File: src/rtl/ifu_pkg.sv
// rtl/ifu_pkg.sv - shared types and constants for the instruction fetch unit
//
// Purpose : buffer entry layout, default reset PC, NOP encoding and a
//           word-alignment helper shared by the fetch stage and its bench.
// Contents: fetch_entry_t {pc, inst}, IFU_RESET_PC, INST_NOP, align_word().
package ifu_pkg;

    localparam logic [31:0] IFU_RESET_PC = 32'h8000_0000;
    localparam logic [31:0] INST_NOP     = 32'h0000_0013;

    typedef struct packed {
        logic [31:0] pc;
        logic [31:0] inst;
    } fetch_entry_t;

    // Clears the byte-offset bits; redirect targets may arrive unaligned.
    function automatic logic [31:0] align_word(input logic [31:0] addr);
        return addr & ~32'h0000_0003;
    endfunction

endpackage

File: src/rtl/ifu_fifo.sv
// rtl/ifu_fifo.sv - parameterised synchronous FIFO used by the fetch stage
//
// Purpose : small register FIFO with flush; serves both as the instruction
//           buffer and as the in-flight request PC queue.
// Ports   : clock, reset (async active-low)
//           push, push_data  write side (ignored when full and not popping)
//           pop              read side (ignored when empty)
//           flush            empties the FIFO, overriding push/pop
//           head             oldest entry, forced to zero when empty
//           count, full, empty  occupancy status
module ifu_fifo
    import ifu_pkg::*;
#(
    parameter int  WIDTH = 32,
    parameter int  DEPTH = 2,
    localparam int CW    = $clog2(DEPTH + 1),
    localparam int AW    = (DEPTH > 1) ? $clog2(DEPTH) : 1
) (
    input  logic             clock,
    input  logic             reset,
    input  logic             push,
    input  logic [WIDTH-1:0] push_data,
    input  logic             pop,
    input  logic             flush,
    output logic [WIDTH-1:0] head,
    output logic [CW-1:0]    count,
    output logic             full,
    output logic             empty
);

    logic [WIDTH-1:0] mem [DEPTH];
    logic [AW-1:0]    rd_ptr;
    logic [AW-1:0]    wr_ptr;
    logic             do_push;
    logic             do_pop;

    // Explicit wrap keeps non-power-of-two depths correct.
    function automatic logic [AW-1:0] bump(input logic [AW-1:0] p);
        return (p == AW'(DEPTH - 1)) ? '0 : p + AW'(1);
    endfunction

    assign empty   = (count == '0);
    assign full    = (count == CW'(DEPTH));
    assign do_pop  = pop && !empty;
    // A full FIFO can still accept a write in the cycle its head leaves.
    assign do_push = push && (!full || do_pop);
    // Zero when empty so downstream never sees stale storage.
    assign head    = empty ? '0 : mem[rd_ptr];

    always_ff @(posedge clock or negedge reset) begin
        if (!reset) begin
            rd_ptr <= '0;
            wr_ptr <= '0;
            count  <= '0;
        end else if (flush) begin
            rd_ptr <= '0;
            wr_ptr <= '0;
            count  <= '0;
        end else begin
            if (do_push) begin
                wr_ptr <= bump(wr_ptr);
            end
            if (do_pop) begin
                rd_ptr <= bump(rd_ptr);
            end
            count <= count + CW'(do_push) - CW'(do_pop);
        end
    end

    always_ff @(posedge clock) begin
        if (do_push && !flush) begin
            mem[wr_ptr] <= push_data;
        end
    end

endmodule

File: src/rtl/ifu_fetch.sv
// rtl/ifu_fetch.sv - instruction fetch stage between icache and decode
//
// Purpose : owns the fetch PC, issues in-order word requests to the icache
//           under a credit scheme that guarantees every response a buffer
//           slot, buffers {pc, inst} for the IDU, and squashes wrong-path
//           fetches on a redirect.
// Ports   : clock, reset (async active-low)
//           dnpc_flag, dnpc                 redirect from control
//           ifu_req_valid/ready/addr        request to icache
//           icache_rsp_valid/data           in-order responses (always taken)
//           IFU_valid, IDU_ready, IFU_inst, IFU_pc   buffer head to decode
//           perf_fetch_cnt, perf_redirect_cnt        only with IFU_PERF_EN
// Options : `define IFU_PERF_EN adds the two performance counters.
module ifu_fetch
    import ifu_pkg::*;
#(
    parameter logic [31:0] RESET_PC        = IFU_RESET_PC,
    parameter int          FIFO_DEPTH      = 2,
    parameter int          MAX_OUTSTANDING = 2
) (
    input  logic        clock,
    input  logic        reset,
    input  logic        dnpc_flag,
    input  logic [31:0] dnpc,
    output logic        ifu_req_valid,
    input  logic        ifu_req_ready,
    output logic [31:0] ifu_req_addr,
    input  logic        icache_rsp_valid,
    input  logic [31:0] icache_rsp_data,
    output logic        IFU_valid,
    input  logic        IDU_ready,
    output logic [31:0] IFU_inst,
    output logic [31:0] IFU_pc
`ifdef IFU_PERF_EN
    ,
    output logic [31:0] perf_fetch_cnt,
    output logic [31:0] perf_redirect_cnt
`endif
);

    localparam int OW  = $clog2(MAX_OUTSTANDING + 1);
    localparam int BCW = $clog2(FIFO_DEPTH + 1);
    localparam int EW  = $bits(fetch_entry_t);

    logic [31:0]    pc;
    logic [OW-1:0]  outstanding;
    logic [OW-1:0]  drop_cnt;

    logic           req_fire;
    logic           rsp_ok;
    logic           buf_push;
    logic           buf_pop;
    logic [15:0]    occupancy;

    fetch_entry_t   buf_in;
    fetch_entry_t   buf_head;
    logic [BCW-1:0] buf_count;
    logic           buf_full;
    logic           buf_empty;

    logic [31:0]    side_head;
    logic [OW-1:0]  side_count;
    logic           side_full;
    logic           side_empty;

    // Slots already promised: live in-flight requests (those not doomed to
    // be dropped) plus entries sitting in the buffer.
    assign occupancy = 16'(outstanding) - 16'(drop_cnt) + 16'(buf_count);

    // Gated by reset so the request line is quiet while the block is held.
    assign ifu_req_valid = reset && !dnpc_flag
                        && (outstanding < OW'(MAX_OUTSTANDING))
                        && (occupancy < 16'(FIFO_DEPTH));
    assign ifu_req_addr  = pc;
    assign req_fire      = ifu_req_valid && ifu_req_ready;

    // Responses with nothing in flight are ignored (flagged below).
    assign rsp_ok   = icache_rsp_valid && (outstanding != '0);
    assign buf_push = rsp_ok && (drop_cnt == '0) && !dnpc_flag;
    assign buf_pop  = IFU_valid && IDU_ready;
    assign buf_in   = '{pc: side_head, inst: icache_rsp_data};

    assign IFU_valid = !buf_empty;
    assign IFU_inst  = buf_head.inst;
    assign IFU_pc    = buf_head.pc;

    ifu_fifo #(
        .WIDTH (EW),
        .DEPTH (FIFO_DEPTH)
    ) u_inst_buf (
        .clock     (clock),
        .reset     (reset),
        .push      (buf_push),
        .push_data (buf_in),
        .pop       (buf_pop),
        .flush     (dnpc_flag),
        .head      (buf_head),
        .count     (buf_count),
        .full      (buf_full),
        .empty     (buf_empty)
    );

    // Never flushed: squashed requests still get answered and must pop
    // their PC to keep this queue aligned with the response stream.
    ifu_fifo #(
        .WIDTH (32),
        .DEPTH (MAX_OUTSTANDING)
    ) u_pc_queue (
        .clock     (clock),
        .reset     (reset),
        .push      (req_fire),
        .push_data (pc),
        .pop       (rsp_ok),
        .flush     (1'b0),
        .head      (side_head),
        .count     (side_count),
        .full      (side_full),
        .empty     (side_empty)
    );

    always_ff @(posedge clock or negedge reset) begin
        if (!reset) begin
            pc          <= RESET_PC;
            outstanding <= '0;
            drop_cnt    <= '0;
        end else begin
            // req_fire is already low during a redirect.
            outstanding <= outstanding + OW'(req_fire) - OW'(rsp_ok);
            if (dnpc_flag) begin
                pc       <= align_word(dnpc);
                // Everything still in flight after this cycle is wrong-path,
                // including responses that were already being dropped.
                drop_cnt <= outstanding - OW'(rsp_ok);
            end else begin
                if (req_fire) begin
                    pc <= pc + 32'd4;
                end
                if (rsp_ok && (drop_cnt != '0)) begin
                    drop_cnt <= drop_cnt - OW'(1);
                end
            end
        end
    end

`ifdef IFU_PERF_EN
    always_ff @(posedge clock or negedge reset) begin
        if (!reset) begin
            perf_fetch_cnt    <= '0;
            perf_redirect_cnt <= '0;
        end else begin
            if (buf_pop) begin
                perf_fetch_cnt <= perf_fetch_cnt + 32'd1;
            end
            if (dnpc_flag) begin
                perf_redirect_cnt <= perf_redirect_cnt + 32'd1;
            end
        end
    end
`endif

    // Protocol and bookkeeping invariants.
    always_ff @(posedge clock) begin
        if (reset) begin
            assert (!(icache_rsp_valid && (outstanding == '0)));
            assert (side_count == outstanding);
            assert (!(buf_push && buf_full));
            assert (!(rsp_ok && side_empty));
            assert (!(req_fire && side_full));
        end
    end

endmodule

File: config.mk
export PLATFORM = sky130hd
export DESIGN_NAME = ifu_fetch
export DESIGN_NICKNAME = d
export VERILOG_FILES = /design/src/rtl/ifu_pkg.sv /design/src/rtl/ifu_fifo.sv /design/src/rtl/ifu_fetch.sv
export SDC_FILE = /design/constraint.sdc
export NUM_CORES = 1
export LEC_CHECK = 0
export ABC_AREA = 1
export ABC_CLOCK_PERIOD_IN_PS = 4530
export BUFFER_PORTS_ARGS = -buffer_cell sky130_fd_sc_hd__buf_2
export CAP_MARGIN = 5
export CORE_MARGIN = 4
export CORE_UTILIZATION = 25
export DETAILED_ROUTE_END_ITERATION = 12
export PLACE_DENSITY = 0.53
export SYNTH_ARGS = -nofsm -noshare
export SYNTH_HDL_FRONTEND = slang
export SYNTH_SLANG_ARGS = --single-unit
export TNS_END_PERCENT = 5
File: constraint.sdc
create_clock -name clock -period 4.53 [get_ports clock]
set_input_delay 0.906 -clock clock [delete_from_list [all_inputs] [get_ports clock]]
set_output_delay 0.906 -clock clock [all_outputs]
set_load 0.02 [all_outputs]
=== Yosys cells after proc, flatten, opt, wreduce, memory -nomap -nowiden ===
Memories as Yosys holds them, arrays and structs flattened.
Cells that the tools add are included.

* Input port bits: 70
* Bits in latches: 0
* Memories: 2
* Memory bits (read-only): 0
* RAM bits: 192
* Register bits after elaboration: 44
* Logic and storage cells: 79

{| class="wikitable"
|+ Memory list
! name !! depth !! bits a word !! rd ports !! clocked after memory_dff !! wr ports !! RTL line !! RTL
|-
| u_inst_buf.mem || 2 || 64 || 1 || 0 || 1 || ifu_fifo.sv:31 || <nowiki>logic [WIDTH-1:0] mem [DEPTH];</nowiki>
|-
| u_pc_queue.mem || 2 || 32 || 1 || 0 || 1 || ifu_fifo.sv:31 ||
|}

* Reduce and logical (&&, ||, !) cells: 30
* $lt $le $gt $ge: 2
* $add $sub $neg: 15
* $mul: 0
* Shifts and indexed selects: 0
* Bitwise logic cells: 0
* Muxes and demuxes: 19
* Eq/ne operators: 2
* Div/mod/pow operators: 0

{| class="wikitable"
|+ Operators with widths
! cell !! number
|-
| $mux 32 || 3
|-
| $mux 64 || 1
|-
| $add 32x3->32 const B || 1
|-
| $lt 16x2->1 const B || 1
|-
| $logic_and 1x1->1 || 14
|-
| $mux 1 || 12
|-
| $reduce_bool 2->1 || 6
|-
| $sub 2x1->2 || 4
|-
| $add 2x1->2 || 3
|-
| $logic_not 2->1 || 3
|-
| $mux 2 || 3
|-
| $logic_not 1->1 || 5
|-
| $add 1x1->1 const B || 4
|-
| $add 3x3->4 || 1
|-
| $eq 2x2->1 const B || 2
|-
| $sub 2x2->3 || 1
|-
| $logic_or 1x1->1 || 2
|-
| $lt 2x2->1 const B || 1
|-
| $sub 2x1->2 const B || 1
|}

=== Logic depth before layout (Yosys ltp) ===
* Depth in word-level cells: 9
* Mapped depth: 16
* Depth with buffers taken out: 14

=== Cells and area by module ===
A second synthesis with hierarchy kept.

* Cells, all modules: 1037
* Area total of the unflattened synthesis: 10924.2 um2

{| class="wikitable"
|+ Modules (own cells, without submodules)
! module !! times used !! seq. area each (um2) !! area each (um2) !! cells an instance
|-
| ifu_fifo at u_inst_buf || 1 || 3943.8 || 5302.6 || 380
|-
| ifu_fifo at u_pc_queue || 1 || 2021.9 || 2834.0 || 209
|-
| ifu_fetch || 1 || 852.1 || 2787.7 || 448
|}

=== Worst setup path after synthesis ===
No wires, ideal clock.

* Path type: input port to flip-flop
* Start point: input dnpc_flag
* End point: memory u_inst_buf.mem[0][0] (netlist name) (enable)
* Setup slack: -0.021 ns
* Stages: 5
* Path buffers: 2
* Library setup time: 0.485 ns
* Data arrival time: 4.066 ns
* Data required time: 4.045 ns
* Cells stage by stage: buf_6 > inv_2 > buf_2 > nand4_1 > nor2_1

* Word-level cells in the longest chain between the ends: 6

{| class="wikitable"
|+ RTL lines
! element !! RTL line !! RTL
|-
| start, declared || ifu_fetch.sv:23 || <nowiki>input logic dnpc_flag,</nowiki>
|-
| $logic_not 1->1 * || ifu_fifo.sv:71, ifu_fetch.sv:79 ||
|-
| $logic_and 1x1->1 || ifu_fetch.sv:79 || <nowiki>assign buf_push = rsp_ok && (drop_cnt == '0) && !dnpc_flag;</nowiki>
|-
| $logic_and 1x1->1 || ifu_fifo.sv:46 || <nowiki>assign do_push = push && (!full || do_pop);</nowiki>
|-
| $logic_and 1x1->1 * || ifu_fifo.sv:71 || <nowiki>if (do_push && !flush) begin</nowiki>
|-
| $mux 1 * || ifu_fifo.sv:71 ||
|-
| $mux 1 (implied by the code) * || ifu_fifo.sv:72 || <nowiki>mem[wr_ptr] <= push_data;</nowiki>
|-
| end, declared || ifu_fifo.sv:31 ||
|}

Every way passes the cells marked *; elsewhere a longest branch is shown, timed or not.

=== Final worst setup path ===
* Start point: register outstanding[0]
* End point: output ifu_req_valid

* Word-level cells in the longest chain between the ends: 4
* Elaborated cells on any way between the ends: 6

{| class="wikitable"
|+ RTL lines
! element !! RTL line !! RTL
|-
| start, declared || ifu_fetch.sv:46 || <nowiki>logic [OW-1:0] outstanding;</nowiki>
|-
| start signal, assigned || ifu_fetch.sv:128 || <nowiki>outstanding <= outstanding + OW'(req_fire) - OW'(rsp_ok);</nowiki>
|-
| $sub 2x2->3 || ifu_fetch.sv:68 || <nowiki>assign occupancy = 16'(outstanding) - 16'(drop_cnt) + 16'(buf_count);</nowiki>
|-
| $add 3x3->4 || ifu_fetch.sv:68 ||
|-
| $lt 16x2->1 || ifu_fetch.sv:73 || <nowiki>&& (occupancy < 16'(FIFO_DEPTH));</nowiki>
|-
| $logic_and 1x1->1 * || ifu_fetch.sv:73 ||
|-
| end, declared || ifu_fetch.sv:25 || <nowiki>output logic ifu_req_valid,</nowiki>
|}

Marks and branches as above.

==> out/metrics.csv <==
stage;metric;value;unit
cts;post-cts-setup-buffer-count;0;
routing;ant_nets;0;
synth;netlist.area_leader.share;56.08;%
pwr;pwr-share-clk;28.8;%
cts;cts.sinks;228;
sta;max-slew-margin-rel;34.67;%
cts;root_buffer;clkbuf_16;
pwr;power.switching_fraction;37.60;%
setup_path;path_depth;11;
pwr;leakage;4.977;nW
synth;synth_compound_area_share;5.251;%
floorplan;initial_core_util;25.53;%
pwr;p_int;4.461;mW
pwr;combinationalPowerShare;31.9;%
setup_path;crit_family;adder cells;
final_layout;layoutNonFillerInstCount;1660;
sta;min_period;3686;ps
setup_path;end_kind;output port;
hold_path;holdPathStages;1;
sta;fmax;271.3;MHz
routing;dr.pass1.iters;4;
global_route;grt_usage;11.74;%
final_layout;regArea;0.006639;mm2
cts;post_cts_resize_count;0;
floorplan;die_x;207.6;um
pwr;power_density;584.2;mW/mm2
setup_path;cp_common_cell;inv_1;
cts;holdBufCountCts;0;
final_layout;fin_nets;1205;
cts;cts_max_path_buffers;3;
hold_path;min_to;u_pc_queue.wr_ptr;
global_route;overflow;0;
synth;synth_edf_count;186;
synth;ys.flop_type;edfxtp_1;
floorplan;dieHeight;207.6;um
cts;clk-insertion-delay-late;540;ps
synth;syn_area;0.009960;mm2
setup_path;critPathLaunch;outstanding[0];
setup_path;cpPeakStageDelay;490;ps
sta;slew_violations;0;
global_route;grt_pass1_wl;40570;um
routing;remaining_drc_errors;0;
synth;synthSimpleGateAreaFrac;20.14;%
place;dpl_worst_slack;1193;ps
floorplan;dieArea;0.04310;mm2
synth;synth_area_leader_cell;edfxtp_1;
final_layout;fillers;3963;
final_layout;antenna_cells;0;
sta;tns;0;ps
sta;grt_setup_unrepaired;no;
synth;async_reset_ff_share;18.42;%
setup_path;crit_buf_inv;4;
setup_path;slowest_stage;fa_1;
synth;yosys-top-cells-area;edfxtp_1, nand2_1, dfrtp_1;
place;io_buffers;163;
global_route;grt_max_degree;66;
setup_path;crit_type;reg2out;
setup_path;critPathLaunchType;register;
floorplan;fp-row-count;72;
synth;synthMuxAreaShare;0;%
setup_path;r2r-start;outstanding[0];
hold_path;hold_path.class;reg2reg;
sta;setup-violations-final;0;
pwr;vdd_drop_max;0.2382;mV
final_layout;utilization;31.37;%
flow_run;max_cap_violations;0;
sta;fin_skew;16.30;ps
setup_path;rr_worst_depth;14;
synth;synthAdderAreaFrac;1.784;%
cts;cts_max_level;1;
setup_path;path_cells;inv_1, ha_1, fa_1, inv_1, fa_1, nor2_1, nand3_1, nor2_2, nand2_1, inv_1, buf_2;
cts;cts_tree;yes;
setup_path;crit_fanout;3;
setup_path;r2r_setup_slack;1190;ps
routing;wl;26100;um
synth;syn_inst;957;
synth;synth.ff_latch_count;228;
pwr;finalPower;7.149;mW
synth;synth.distinct_cells;29;
hold_path;worst_hold_startpoint;u_pc_queue.wr_ptr;
synth;yosysWarnings;0;
floorplan;num_io_pins;168;
sta;fin_ws;844.4;ps
synth;synth.avg_cell_area;10.41;um2
cts;cts-buffers-inserted;27;
place;globalplace.congestion;0.8561;
global_route;antenna_found_initial;0;
routing;via_per_inst;4.291;
floorplan;core_area;0.03901;mm2
cts;path_clk_slew;60;ps
sta;finalHoldViolCount;0;
setup_path;r2r_end;u_pc_queue.mem[0][31];
pwr;power_switching;2.688;mW
routing;drt-initial-drc-count;406;
sta;tightest_slew;978.9;ps
place;place_inst;1611;
pwr;p_seq_share;39.3;%
setup_path;worst-endpoint-required;3620;ps
setup_path;critPathArrivalTime;2780;ps
run_status;status;completed;
routing;routed-via-count;7123;
synth;synth_top_family_by_area;simple AND/OR/NAND/NOR gates;
synth;seq_area_frac_synth;66.65;%
sta;fin_crit_sh;81.36;%
global_route;first_global_vias;6945;
synth;synth-xor-area-share;2.023;%
final_layout;multi_input_area;0.002953;mm2
final_layout;drive_above_1_share;20.93;%
final_layout;area_growth;22.88;%
routing;wl_per_cell;15.72;um
place;dp_hpwl;17630;um
-- routing by layer --
metal	wire [um]	GRT usage [%]
met4	503	3.055
met2	11200	17.33
met5	0	0
met1	12610	17.37
met3	1791	2.781
-- per-stage QoR --
| step | hold WS, ps | instance area (um2) |
|---|---|---|
| 2_1_floorplan | 463.5 | 9971 |
| 3_3_place_gp | 496.8 | 11400 |
| 3_5_place_dp | 500.6 | 11400 |
| 4_1_cts | 506.9 | 12240 |
| 5_1_grt | 521.8 | 12240 |
| 6_report | 513.9 | 12240 |
-- cells in the mapped netlist (6+ instances only) --
cell,n
buf_6,6
ha_1,11
dfrtp_1,41
xnor2_1,13
edfxtp_1,186
a21oi_1,96
inv_1,45
nand2_1,358
buf_1,8
nand3_1,66
xor2_1,10
nor2_1,55
clkbuf_1,24
-- state kept, by name (all words and copies together) (netlist names) --
signal,cells
ifu_req_addr,30
u_pc_queue.count,2
u_inst_buf.mem,126
u_inst_buf.rd_ptr,1
u_inst_buf.count,2
u_inst_buf.wr_ptr,1
u_pc_queue.mem,60
u_pc_queue.rd_ptr,1
outstanding,2
u_pc_queue.wr_ptr,1
drop_cnt,2
-- placed cells by master, fill, tap and decap left out, drive strengths merged, types with 4 or more instances in the layout --
cell | synthesis | layout
clkbuf | 24 | 34
xnor2 | 13 | 13
dfrtp | 41 | 41
nand3 | 67 | 67
xor2 | 10 | 10
inv | 48 | 48
clkinv | 0 | 11
nor2 | 62 | 62
edfxtp | 186 | 186
nand3b | 4 | 4
buf | 21 | 178
ha | 11 | 11
a21oi | 96 | 96
conb | 1 | 4
o21ai | 4 | 4
nand2 | 361 | 361
-- cells by family (layout without fill, tap and decap cells) --
family,Yosys count,in the layout
AO/OA/AOI/OAI,103,103
XOR/XNOR,23,23
adder cells (fa/ha/maj),13,13
buffers and inverters,93,275
flip-flops,228,228
other,1,4
AND/OR/NAND/NOR,496,496
-- worst max path at each step --
| stage | to | slack (ps) |
|---|---|---|
| floorplan | u_inst_buf.mem[0][0] | -20 |
| global placement | u_pc_queue.mem[1][9] | 1230 |
| detailed placement | u_pc_queue.mem[0][8] | 1190 |
| CTS | ifu_req_valid | 780 |
| global route | ifu_req_valid | 650 |
| finish | ifu_req_valid | 840 |
-- final cells by class --
| class | count | area share (%) |
|---|---|---|
| Clock buffer | 34 | 5.736 |
| Clock inverter | 15 | 1.125 |
| Inverter | 48 | 1.472 |
| Multi-Input combinational cell | 639 | 24.13 |
| Sequential cell | 228 | 54.25 |
| Tap cell | 518 | 5.296 |
| Timing Repair Buffer | 178 | 7.995 |
-- power by group through the flow --
stage | sequential (mW) | clock (mW) | combinational (mW)
3_3_place_gp | 2.84 | 0 | 2.32
6_report | 2.81 | 2.06 | 2.28
2_1_floorplan | 2.84 | 0 | 1.44
3_5_place_dp | 2.85 | 0 | 2.33
4_1_cts | 2.81 | 2.13 | 2.35
5_1_grt | 2.84 | 2.23 | 2.55
(Power assumes the default switching activity.)
